===== src/rtl/ysyx_24100005_ifu.sv =====
// Instruction fetch unit: one outstanding fetch at a time, with redirect handling.
// A kill flag marks a response that belongs to a stale fetch address, so it can be discarded.
module ysyx_24100005_ifu #(
    parameter logic [31:0] RESET_PC = 32'h8000_0000
) (
    input  logic        clk,
    input  logic        rst,
    output logic        req_valid,
    input  logic        req_ready,
    output logic [31:0] req_addr,
    input  logic        rsp_valid,
    output logic        rsp_ready,
    input  logic [31:0] rsp_data,
    input  logic        rsp_err,
    output logic        inst_valid,
    input  logic        inst_ready,
    output logic [31:0] inst,
    output logic [31:0] inst_pc,
    output logic        inst_err,
    output logic        inst_misal,
    input  logic        redirect_valid,
    input  logic [31:0] redirect_pc
);

    typedef enum logic [1:0] {IDLE, REQ, WAIT, OUT} state_t;

    state_t      state, state_next;
    logic [31:0] pc, pc_next;
    logic        kill, kill_next;
    logic [31:0] buf_inst, buf_inst_next;
    logic        buf_err, buf_err_next;
    logic        buf_misal, buf_misal_next;
    logic        aligned;

    assign aligned    = (pc[1:0] == 2'b00);
    assign req_valid  = (state == REQ) && aligned;
    assign req_addr   = pc;
    assign rsp_ready  = (state == WAIT);
    assign inst_valid = (state == OUT) && !redirect_valid;
    assign inst       = buf_inst;
    assign inst_err   = buf_err;
    assign inst_misal = buf_misal;
    assign inst_pc    = pc;

    always_ff @(posedge clk or posedge rst) begin
        if (rst) begin
            state     <= IDLE;
            pc        <= RESET_PC;
            kill      <= 1'b0;
            buf_inst  <= 32'h0;
            buf_err   <= 1'b0;
            buf_misal <= 1'b0;
        end else begin
            state     <= state_next;
            pc        <= pc_next;
            kill      <= kill_next;
            buf_inst  <= buf_inst_next;
            buf_err   <= buf_err_next;
            buf_misal <= buf_misal_next;
        end
    end

    always_comb begin
        state_next     = state;
        pc_next        = pc;
        kill_next      = kill;
        buf_inst_next  = buf_inst;
        buf_err_next   = buf_err;
        buf_misal_next = buf_misal;
        case (state)
            IDLE: state_next = REQ;
            REQ: begin
                if (redirect_valid) begin
                    // A request accepted this cycle still carries the old address.
                    pc_next = redirect_pc;
                    if (req_valid && req_ready) begin
                        state_next = WAIT;
                        kill_next  = 1'b1;
                    end
                end else if (!aligned) begin
                    buf_inst_next  = 32'h0;
                    buf_err_next   = 1'b0;
                    buf_misal_next = 1'b1;
                    state_next     = OUT;
                end else if (req_ready) begin
                    state_next = WAIT;
                end
            end
            WAIT: begin
                if (rsp_valid) begin
                    if (redirect_valid) begin
                        pc_next    = redirect_pc;
                        kill_next  = 1'b0;
                        state_next = REQ;
                    end else if (kill) begin
                        kill_next  = 1'b0;
                        state_next = REQ;
                    end else begin
                        buf_inst_next  = rsp_data;
                        buf_err_next   = rsp_err;
                        buf_misal_next = 1'b0;
                        state_next     = OUT;
                    end
                end else if (redirect_valid) begin
                    pc_next   = redirect_pc;
                    kill_next = 1'b1;
                end
            end
            OUT: begin
                if (redirect_valid) begin
                    pc_next    = redirect_pc;
                    state_next = REQ;
                end else if (inst_ready) begin
                    pc_next    = pc + 32'd4;
                    state_next = REQ;
                end
            end
            default: state_next = IDLE;
        endcase
    end

endmodule


===== config.mk =====
export PLATFORM = sky130hd
export DESIGN_NAME = ysyx_24100005_ifu
export DESIGN_NICKNAME = d
export VERILOG_FILES = /design/src/rtl/ysyx_24100005_ifu.sv
export SDC_FILE = /design/constraint.sdc
export NUM_CORES = 1
export LEC_CHECK = 0
export CORE_MARGIN = 3
export CORE_UTILIZATION = 39
export CTS_BUF_LIST = sky130_fd_sc_hd__clkbuf_8
export DETAILED_ROUTE_END_ITERATION = 8
export GPL_ROUTABILITY_DRIVEN = 0
export MAX_ROUTING_LAYER = met4
export PLACE_DENSITY = 0.8
export SYNTH_ARGS = -nofsm -noshare
export SYNTH_HDL_FRONTEND = slang
export SYNTH_SLANG_ARGS = --single-unit

===== constraint.sdc =====
create_clock -name clk -period 2.01 [get_ports clk]
set_input_delay 0.3015 -clock clk [delete_from_list [all_inputs] [get_ports clk]]
set_output_delay 0.3015 -clock clk [all_outputs]
set_load 0.01 [all_outputs]

# [After elaboration in Yosys (flattened, before gate mapping)]
# Index checks and enable logic that the tools add are counted.
[totals] out_inout_bits=101 ff_bits=69 inputBits=71
[op_classes] n_eq_ne=15 addsub=1 mux=37 n_reduce_logical=13
[op_table] op="32-bit two-way mux" count=8
[op_table] op="32-bit case mux with 2 select lines" count=2
[op_table] op="32-bit by 3-bit adder with 32-bit output (second input constant)" count=1
[op_table] op="2-bit two-way mux" count=9
[op_table] op="1-bit two-way mux" count=14
[op_table] op="2-bit != test (second input constant)" count=6
[op_table] op="2-bit case mux with 4 select lines" count=1
[op_table] op="4-bit AND reduction" count=2
[op_table] op="3-bit by 2-bit != test with 1-bit output (second input constant)" count=2
[op_table] op="1-bit case mux with 2 select lines" count=3
[op_table] op="6-bit AND reduction" count=1
[op_table] op="2-bit equality test (second input constant)" count=2
[op_table] op="2-bit logical NOT" count=2
[op_table] op="2-bit by 1-bit != test with 1-bit output (second input constant)" count=2
[op_table] op="4-bit != test (second input constant)" count=1
[op_table] op="2-bit nonzero test" count=2
[op_table] op="1-bit logical AND" count=3
[op_table] op="3-bit != test (second input constant)" count=1
[op_table] op="3-bit AND reduction" count=1
[op_table] op="2-bit by 1-bit equality test with 1-bit output (second input constant)" count=1
[op_table] op="2-bit OR reduction" count=1
[op_table] op="1-bit logical NOT" count=1

# [Depth between registers and ports, before layout]
# Gate-level depths: netlist (run 1).
[logic_depth] ltp_word=6 mapped_depth=10

# [Least setup slack after synthesis (run 1)]
# OpenSTA, ideal clock, no wires.
[synth_timing] kind="reg-to-reg" startpoint="register state[0]" endpoint="register buf_inst[0], in the netlist inst[0]" stages_incl_launch_ff=11 setup_time_ps=132 setup_slack_ps=28 period_less_slack_ps=1982 arrival_ps=1850 path_cell_list="dfrtp_1 > inv_1 > ha_1 > buf_2 > nor2_1 > or4_1 > clkbuf_1 > buf_2 > buf_2 > nand2_1 > o21ai_1"
[synth_between] elab_chain_cells=3
[synth_lines] element="start, declared" line_no="27" text="state_t state, state_next;"
[synth_lines] element="start signal, assigned" line_no="54" text="state <= state_next;"
[synth_lines] element="2-bit equality test (*)"
[synth_lines] element="net rsp_ready" line_no="12" text="output logic rsp_ready,"
[synth_lines] element="2-bit != test (no line) or 2-bit nonzero test (tied branches)"
[synth_lines] element="6-bit AND reduction (no line)"
[synth_lines] element="end signal, assigned" line_no="57" text="buf_inst <= buf_inst_next;"
[synth_lines] element="end, declared" line_no="30" text="logic [31:0] buf_inst, buf_inst_next;"
# Mark *: on every way through the listed nets, which the timed path passes. The rest lies on a longest branch.
# A chain may end at the register's enable or synchronous reset.

# [Worst setup path after layout (run 1)]
[layout_timing] startpoint="register state[1]" endpoint="register pc[21], in the netlist inst_pc[21]"
[layout_between] elab_chain_cells=4
[layout_lines] element="2-bit equality test or 2-bit by 1-bit equality test with 1-bit output (tied branches)" line_no="70" text="case (state)"
[layout_lines] element="2-bit OR reduction (no line)"
[layout_lines] element="2-bit by 1-bit != test with 1-bit output (no line) or 2-bit nonzero test (tied branches)"
[layout_lines] element="3-bit AND reduction (no line)"
[layout_lines] element="end signal, assigned" line_no="55" text="pc <= pc_next;"
[layout_lines] element="end, declared" line_no="28" text="logic [31:0] pc, pc_next;"
# Parallel ways exist; a longest one is shown, timed or not.

==> metrics.csv, run 1 <==
metric;value;unit
Leakage;2.43;nW
full die area;11100;sq um
maxcap violations;0;
All-Layer GR Usage;22.3;%
drt drc;0;
hpwl dp;8490;microns
Setup crit end kind;register;
Nets;694;
FFs w/ async S/R, synth;100;%
maximum vdd drop;0.891;mV
Post-Synthesis Cells;460;
Required @ worst endpoint;2250;ps
EDFF count, synth;0;
post-synthesis adder-cell area fraction;1.30;%
clk root buf;clkbuf_8;
Reg clk slew, reported paths;80;ps
Antenna Nets Post-Route;0;
Ant. Diodes;0;
Die X-Extent;106;microns
Final Slew Violations;0;
Clock Latency Late Sink;340;ps
critical-path cell list;buf_4 > ha_4 > nor2b_2 > buf_4 > nor2_4 > nand3_2 > or2_0 > o311ai_1;
R2R setup slack;70;ps
Design Area, Final;5980;sq um
largest net degree at the start of global routing;70;
dpl ws;-40.0;ps
top fanout value on the critical path;6;
DR WL/cell;16.2;microns
syn avg cell area;8.40;sq um
vias in the first global route;4056;
type of the worst min-delay path;input port to async pin;
clock skew;14.4;ps
Via density;5.38;
WL final;12200;microns
reg2reg end;inst_pc[21];
starting density of the core;41.0;%
Compound-Gate Fraction of Synth Area;19.1;%
CP max-delay cell;dfrtp_1;
XOR/XNOR share of the synthesized area;0;%
total chip power;9.28;mW
r2r startpoint;state[1];
Synth cell types;52;
layout cells sized above 1;11.9;%
post-route setup slack;73.0;ps
# port buffers;171;
DR vias;4054;
IO Pins;172;
register area share after synthesis;44.7;%
critical path class;register to register;
post-synthesis mux area share;0.842;%
Num CTS Buffers;9;
yosys warns;0;
# rows;35;
core area;9420;sq um
largest family of logic cells by synthesized area;simple AND/OR/NAND/NOR gates;
CTS tree;built;
R2R depth;8;
first-pass GRT wire length;19800;microns
Slowest Stage Delay on Critical Path;400;ps
ys flop type;dfrtp_1;
chip height;106;microns
fillcell total;773;
Syn Nets;535;
crit share post-route;96.4;%
H-tree lvl count;3;
worst slew pin tran;429;ps
final hold violation count;0;
Post-Synth Simple-Gate Area;23.6;%
Util after Layout;63.5;%
CP most frequent cell;buf_4;
Syn-to-layout area delta;54.7;%
crit path DAT;2170;ps
crit path launch type;register;
Tmin final;1940;ps
Placed Area;5610;sq um
GRT overflow;0;
relative slew slack;71.2;%
FF+latch count, synth;69;
status;completed;
synthesized area;3860;sq um
Longest Clk Path Bufs;2;
Power Dens Cells;1550;nW/um^2
first-pass iteration count of the detailed router;5;
setup TNS;0;ps
initial antenna violation count;0;
final setup fails;0;
Iter 0 DRT Violations;277;
Max Clock Freq;516;MHz
clk sink count;69;
## synthesized netlist by cell type (3+ instances only)
| master | n | area (sq um) |
|---|---|---|
| or3_1 | 4 | 25.0 |
| o21ai_0 | 14 | 70.1 |
| and3_1 | 7 | 43.8 |
| dfrtp_1 | 68 | 1700 |
| buf_4 | 33 | 248 |
| o211ai_1 | 3 | 22.5 |
| a31oi_1 | 5 | 31.3 |
| a2bb2oi_1 | 5 | 43.8 |
| nand3_1 | 23 | 115 |
| o21ai_1 | 36 | 180 |
| a211oi_1 | 4 | 30.0 |
| nor2_1 | 26 | 97.6 |
| nor3_1 | 6 | 30.0 |
| o22a_1 | 3 | 26.3 |
| o22ai_1 | 7 | 43.8 |
| a311oi_1 | 3 | 26.3 |
| ha_1 | 4 | 50.1 |
| clkbuf_1 | 17 | 63.8 |
| inv_1 | 10 | 37.5 |
| nand4_1 | 10 | 62.6 |
| nand2_1 | 99 | 372 |
| buf_2 | 5 | 25.0 |
| a21oi_1 | 31 | 155 |
## cells in the final DEF (no fill, tap or decap), drive strengths merged, types with 3 or more instances in the layout
master / netlist / final
nand3: 25 / 25
ha: 4 / 4
a211oi: 4 / 4
nor2: 26 / 26
and3: 7 / 7
o22ai: 7 / 7
buf: 40 / 33
o211ai: 3 / 3
nand4: 11 / 11
clkdlybuf4s50: 0 / 169
nand2: 100 / 100
o21ai: 50 / 50
a2bb2oi: 5 / 5
o22a: 3 / 3
clkbuf: 17 / 12
or3: 4 / 4
a21oi: 31 / 31
dfrtp: 68 / 68
a31oi: 5 / 5
nor3: 7 / 7
a311oi: 3 / 3
inv: 12 / 12
## per-stage QoR
| step | hold slack (ps) | instances |
|---|---|---|
| after floorplan | 404 | 460 |
| after global placement | 466 | 730 |
| after detailed placement | 475 | 730 |
| after CTS | 416 | 747 |
| after global routing | 445 | 753 |
| final | 415 | 753 |
## layout make-up
| cell class | count | area (sq um) | share of cell area (%) |
|---|---|---|---|
| well taps | 129 | 161 | 2.70 |
| clock buffers | 11 | 151 | 2.53 |
| multi-input cells | 322 | 1790 | 29.9 |
| clock inverters | 5 | 73.8 | 1.24 |
| repair buffers | 205 | 2020 | 33.9 |
| flip-flops and latches | 69 | 1730 | 28.9 |
| inverters | 12 | 48.8 | 0.817 |
## critical path, delay by kind of cell, from the launching register on
kind            cells  cell delay [ps]
simple gates        4              650
compound gates      1              280
buf+inv             2              290
fa+ha+maj           1              230
flops               1              400
## cells by family after synthesis
group | Yosys count
simple gates | 192
mux | 3
buf+inv | 69
compound gates | 123
fa+ha+maj | 4
flops | 69
## state kept, by name (all words and copies together) (netlist names)
signal and count:
inst 32, inst_pc 32, state 2, inst_err 1, inst_misal 1, kill 1
## per-layer routing
layer,global-route usage [%],wire (microns)
met5,-,0
met4,5.92,118
met3,4.84,1020
met2,35.6,5770
met1,29.0,5300
## repair_timing
| item | 4_1_cts | 5_1_grt |
|---|---|---|
| gates cloned | 1 | 0 |
| pin swaps | 0 | 5 |
| hold buffers | 0 | 0 |
| setup buffers | 0 | 6 |
| endpoints found under the setup margin | 30 | 46 |
| resized for setup | 7 | 10 |
## power breakdown
part	switching (mW)	internal, mW
Combinational	2.52	2.82
Clock	0.513	0.759
Sequential	0.687	1.99
Total	3.72	5.56
## worst max path at each step
stage,endpoint,startpoint,cells past startpoint
2_1_floorplan,inst[0],state[0],10
3_3_place_gp,inst_pc[13],state[0],8
3_5_place_dp,inst_pc[22],state[0],7
4_1_cts,inst_pc[22],state[0],7
5_1_grt,inst_pc[21],inst_pc[4],5
6_report,inst_pc[21],state[1],8
(Power assumes the default switching activity.)
==> run 2: changes to the inputs <==
Settings changed: CORE_UTILIZATION 39 to 38, CTS_BUF_LIST sky130_fd_sc_hd__clkbuf_8 to not set, PLACE_DENSITY 0.8 to 0.78, RECOVER_POWER set to 100.
==> metrics.csv, run 2 (synthesis results as in run 1) <==
metric;value;unit;change
Setup crit end kind;register;;
chip height;107;microns;+1.2%
Max Clock Freq;509;MHz;-1.5%
final setup fails;0;;unchanged
total chip power;8.86;mW;-4.5%
crit path DAT;2200;ps;+30 ps
critical path class;register to register;;
# port buffers;171;;unchanged
crit share post-route;97.8;%;+1.5 points
top fanout value on the critical path;3;;-3
Num CTS Buffers;9;;unchanged
Util after Layout;61.1;%;-2.4 points
post-route setup slack;43.6;ps;-29.4 ps
Nets;703;;+1.3%
Leakage;2.55;nW;+5.0%
relative slew slack;34.2;%;-37 points
first-pass iteration count of the detailed router;4;;-1
DR WL/cell;16.8;microns;+3.7%
WL final;12900;microns;+5.3%
DR vias;4093;;+0.96%
hpwl dp;9340;microns;+10%
dpl ws;-92.1;ps;-52.1 ps
clk root buf;clkbuf_8;;
core area;9820;sq um;+4.3%
commonest cells after routing, fill and taps aside;nand2_1 (98), dlygate4sd3_1 (97), clkdlybuf4s50_1 (72);;
initial antenna violation count;0;;unchanged
maximum vdd drop;0.778;mV;-13%
# rows;36;;+2.9%
clock skew;14.5;ps;+0.181 ps
Antenna Nets Post-Route;0;;unchanged
status;completed;;
Syn-to-layout area delta;55.3;%;
worst slew pin tran;981;ps;+552 ps
IO Pins;172;;unchanged
vias in the first global route;4034;;-0.54%
H-tree lvl count;3;;unchanged
All-Layer GR Usage;22.6;%;+0.27 points
CTS tree;built;;
starting density of the core;39.3;%;-1.7 points
type of the worst min-delay path;input port to register;;
full die area;11400;sq um;+2.5%
Power Dens Cells;1480;nW/um^2;-4.9%
Tmin final;1970;ps;+29.4 ps
crit path launch type;register;;
maxcap violations;0;;unchanged
Die X-Extent;107;microns;+1.2%
GRT overflow;0;;unchanged
drt drc;0;;unchanged
Via density;5.35;;-0.62%
Reg clk slew, reported paths;90;ps;about the same
first-pass GRT wire length;20100;microns;+1.2%
Final Slew Violations;0;;unchanged
final hold violation count;0;;unchanged
Required @ worst endpoint;2250;ps;about the same
Ant. Diodes;0;;unchanged
hold_ws;462;ps;+46.5 ps
Iter 0 DRT Violations;197;;-29%
Clock Latency Late Sink;350;ps;about the same
clk sink count;69;;unchanged
unrepaired setup endpoints after global routing;yes;;
R2R depth;8;;unchanged
Longest Clk Path Bufs;2;;unchanged
most common cell after layout, fill and taps aside;nand2_1;;
Hold Crit Depth;3;;
largest net degree at the start of global routing;69;;-1.4%
layout cells sized above 1;12.5;%;+0.64 points
==> run 2: stage by stage <==
step           instance area [sq um]  cells  TNS (ps)
6_report                        6000    765         0
4_1_cts                         5930    758     -24.5
5_1_grt                         6000    765     -19.5
2_1_floorplan                   3870    460         0
3_3_place_gp                    5710    743     -70.8
3_5_place_dp                    5710    743     -1250
==> run 2: final cells by class <==
cell class | count | area (sq um)
multi-input combinational | 322 | 1790
sequential | 69 | 1730
inverter | 12 | 46.3
fill | 846 | 3820
clock buffer | 10 | 138
timing repair buffer | 214 | 2080
clock inverter | 5 | 61.3
tap | 133 | 166
==> run 2: final timing paths <==
kind	to	slack (ps)	from
min	inst_pc[31]	460	redirect_pc[31]
max reg2reg	state[0]	40	state[0]
max	state[0]	40	state[0]
min in group asynchronous	inst_pc[10]	580	rst
max in group asynchronous	inst[24]	420	rst
min reg2reg	inst_misal	480	inst_misal
==> run 2: worst max-delay path: stages (launching register included) <==
cell and delay (ps):
dfrtp_1 390, buf_4 140, buf_4 130, ha_1 240, nand2_2 130, buf_4 120, o22ai_1 100, a31oi_2 230
mux2_2 370
==> run 2: report_power, final <==
group / total [mW] / internal [mW] / switching (mW)
Clock: 1.15 / 0.602 / 0.547
Sequential: 2.60 / 1.99 / 0.612
Combinational: 5.11 / 2.53 / 2.58
==> run 2: layer usage <==
metal / global-route usage, % / vias up / wire, microns
li1: - / 1926 / -
met1: 28.2 / 1947 / 5320
met2: 37.6 / 201 / 6430
met3: 3.79 / 19 / 931
met4: 7.12 / 0 / 171
met5: - / - / 0
==> run 2: timing repair <==
item / 4_1_cts / 5_1_grt
cloned: 0 / 2
setup endpoints to repair: 40 / 48
hold buffers: 0 / 0
setup buffers: 0 / 5
gates resized for setup: 8 / 8
pin swaps: 1 / 5
==> run 3: changes to the inputs <==
Settings changed: CORE_MARGIN 3 to not set.
==> metrics.csv, run 3 (synthesis results as in run 1) <==
metric;value;unit;change
GRT overflow;0;;unchanged
Final Slew Violations;0;;unchanged
fillcell total;863;;+2.0%
drt drc;0;;unchanged
Required @ worst endpoint;2300;ps;+50 ps
Ant. Diodes;0;;unchanged
# port buffers;171;;unchanged
Iter 0 DRT Violations;175;;-11%
crit path launch type;register;;
DR vias;4110;;+0.42%
clock skew;12.1;ps;-2.48 ps
DR WL/cell;16.4;microns;-2.5%
final hold violation count;0;;unchanged
top fanout value on the critical path;8;;+5
r2r startpoint;state[1];;
full die area;10600;sq um;-7.3%
HP Start;redirect_pc[31];;
unrepaired setup endpoints after global routing;yes;;
Antenna Nets Post-Route;0;;unchanged
hold_ws;476;ps;+13.9 ps
cts hold-fix bufs;0;;unchanged
chip height;103;microns;-3.7%
starting density of the core;39.3;%;unchanged
Finished Layout Cells;765;;unchanged
Longest Clk Path Bufs;2;;unchanged
critical path class;register to register;;
IO Pins;172;;unchanged
# rows;36;;unchanged
initial antenna violation count;0;;unchanged
type of the worst min-delay path;input port to register;;
clk sink count;69;;unchanged
Via density;5.37;;+0.42%
crit path DAT;2230;ps;+30 ps
Clock Latency Late Sink;360;ps;about the same
maximum vdd drop;0.639;mV;-18%
post-placement cell count;746;;+0.40%
hpwl dp;9050;microns;-3.1%
WL final;12500;microns;-2.5%
most common cell after layout, fill and taps aside;nand2_1;;
Tmin final;1940;ps;-22.2 ps
maxcap violations;0;;unchanged
Reg clk slew, reported paths;80;ps;about the same
first-pass GRT wire length;19300;microns;-3.8%
H-tree lvl count;3;;unchanged
core area;9820;sq um;unchanged
clk root buf;clkbuf_8;;
Nets;702;;-0.14%
Util after Layout;60.8;%;-0.34 points
relative slew slack;22.9;%;-11 points
first-pass iteration count of the detailed router;5;;+1
crit share post-route;96.7;%;-1.1 points
worst slew pin tran;1150;ps;+170 ps
All-Layer GR Usage;24.7;%;+2.1 points
vias in the first global route;4050;;+0.40%
CTS tree;built;;
CP startpoint;state[1];;
Syn-to-layout area delta;54.4;%;
final setup fails;0;;unchanged
Num CTS Buffers;9;;unchanged
Setup crit end kind;register;;
Power Dens Cells;1480;nW/um^2;+0.11%
status;completed;;
layout cells sized above 1;11.9;%;-0.63 points
largest net degree at the start of global routing;39;;-43%
Max Clock Freq;514;MHz;+1.1%
Leakage;2.56;nW;+0.40%
Die X-Extent;103;microns;-3.7%
commonest cells after routing, fill and taps aside;nand2_1 (98), dlygate4sd3_1 (97), clkdlybuf4s50_1 (72);;
[run 3: cell types whose count changed in the layout (fill, tap and decap cells not counted), sizes merged]
cell and change:
dlygate4sd2 +1, clkinvlp -3, clkbuf -3, buf +1, clkinv +4
[run 3: path summary, 6_finish.rpt]
kind | cells after the start | slack [ps] | endpoint
worst max register to register | 7 | 70 | inst_pc[22]
worst min register to register | 2 | 480 | inst[4]
min in group asynchronous | 2 | 620 | inst_pc[11]
worst max-delay path | 7 | 70 | inst_pc[22]
worst min-delay path | 3 | 480 | inst_pc[31]
max in group asynchronous | 3 | 330 | inst[29]
[run 3: per-layer routing]
metal | vias up | global-route usage (%) | routed length (microns)
li1 | 1924 | - | -
met1 | 1938 | 28.8 | 4860
met2 | 225 | 42.1 | 6270
met3 | 23 | 4.00 | 1140
met4 | 0 | 10.3 | 253
met5 | - | - | 0
[run 3: final cells by class]
class	instances	area (sq um)	area share (%)
clock buffers	10	138	2.31
clock inverters	6	62.6	1.05
flip-flops and latches	69	1730	29.0
repair buffers	213	2060	34.5
multi-input cells	322	1770	29.6
inverters	12	46.3	0.776
well taps	133	166	2.79
[run 3: report_power, final]
part | total [mW] | internal (mW) | switching (mW)
clock | 1.16 | 0.605 | 0.558
combinational | 5.10 | 2.52 | 2.58
sequential | 2.56 | 1.99 | 0.566
[run 3: through the flow]
stage	setup TNS, ps	power [mW]	setup slack, ps	instance area (sq um)
6_report	0	8.82	65.8	5970
5_1_grt	-31.1	9.44	-18.0	5970
4_1_cts	0	9.14	5.94	5960
3_5_place_dp	-1530	7.81	-65.1	5720
3_3_place_gp	-607	7.66	-25.0	5720
2_1_floorplan	0	5.36	27.8	3870
[run 3: worst max-delay path, cell delays in order, from the launching register on]
cell and delay [ps]:
dfrtp_1 400, buf_4 150, ha_4 230, nor2b_1 150, or2_4 290, or3_1 320
mux2_1 290, nand3_1 60
[run 3: timing repair]
item / CTS / global route
setup buffers: 0 / 2
cloned: 1 / 0
pin swaps: 0 / 0
endpoints found under the setup margin: 8 / 25
gates resized for setup: 5 / 5
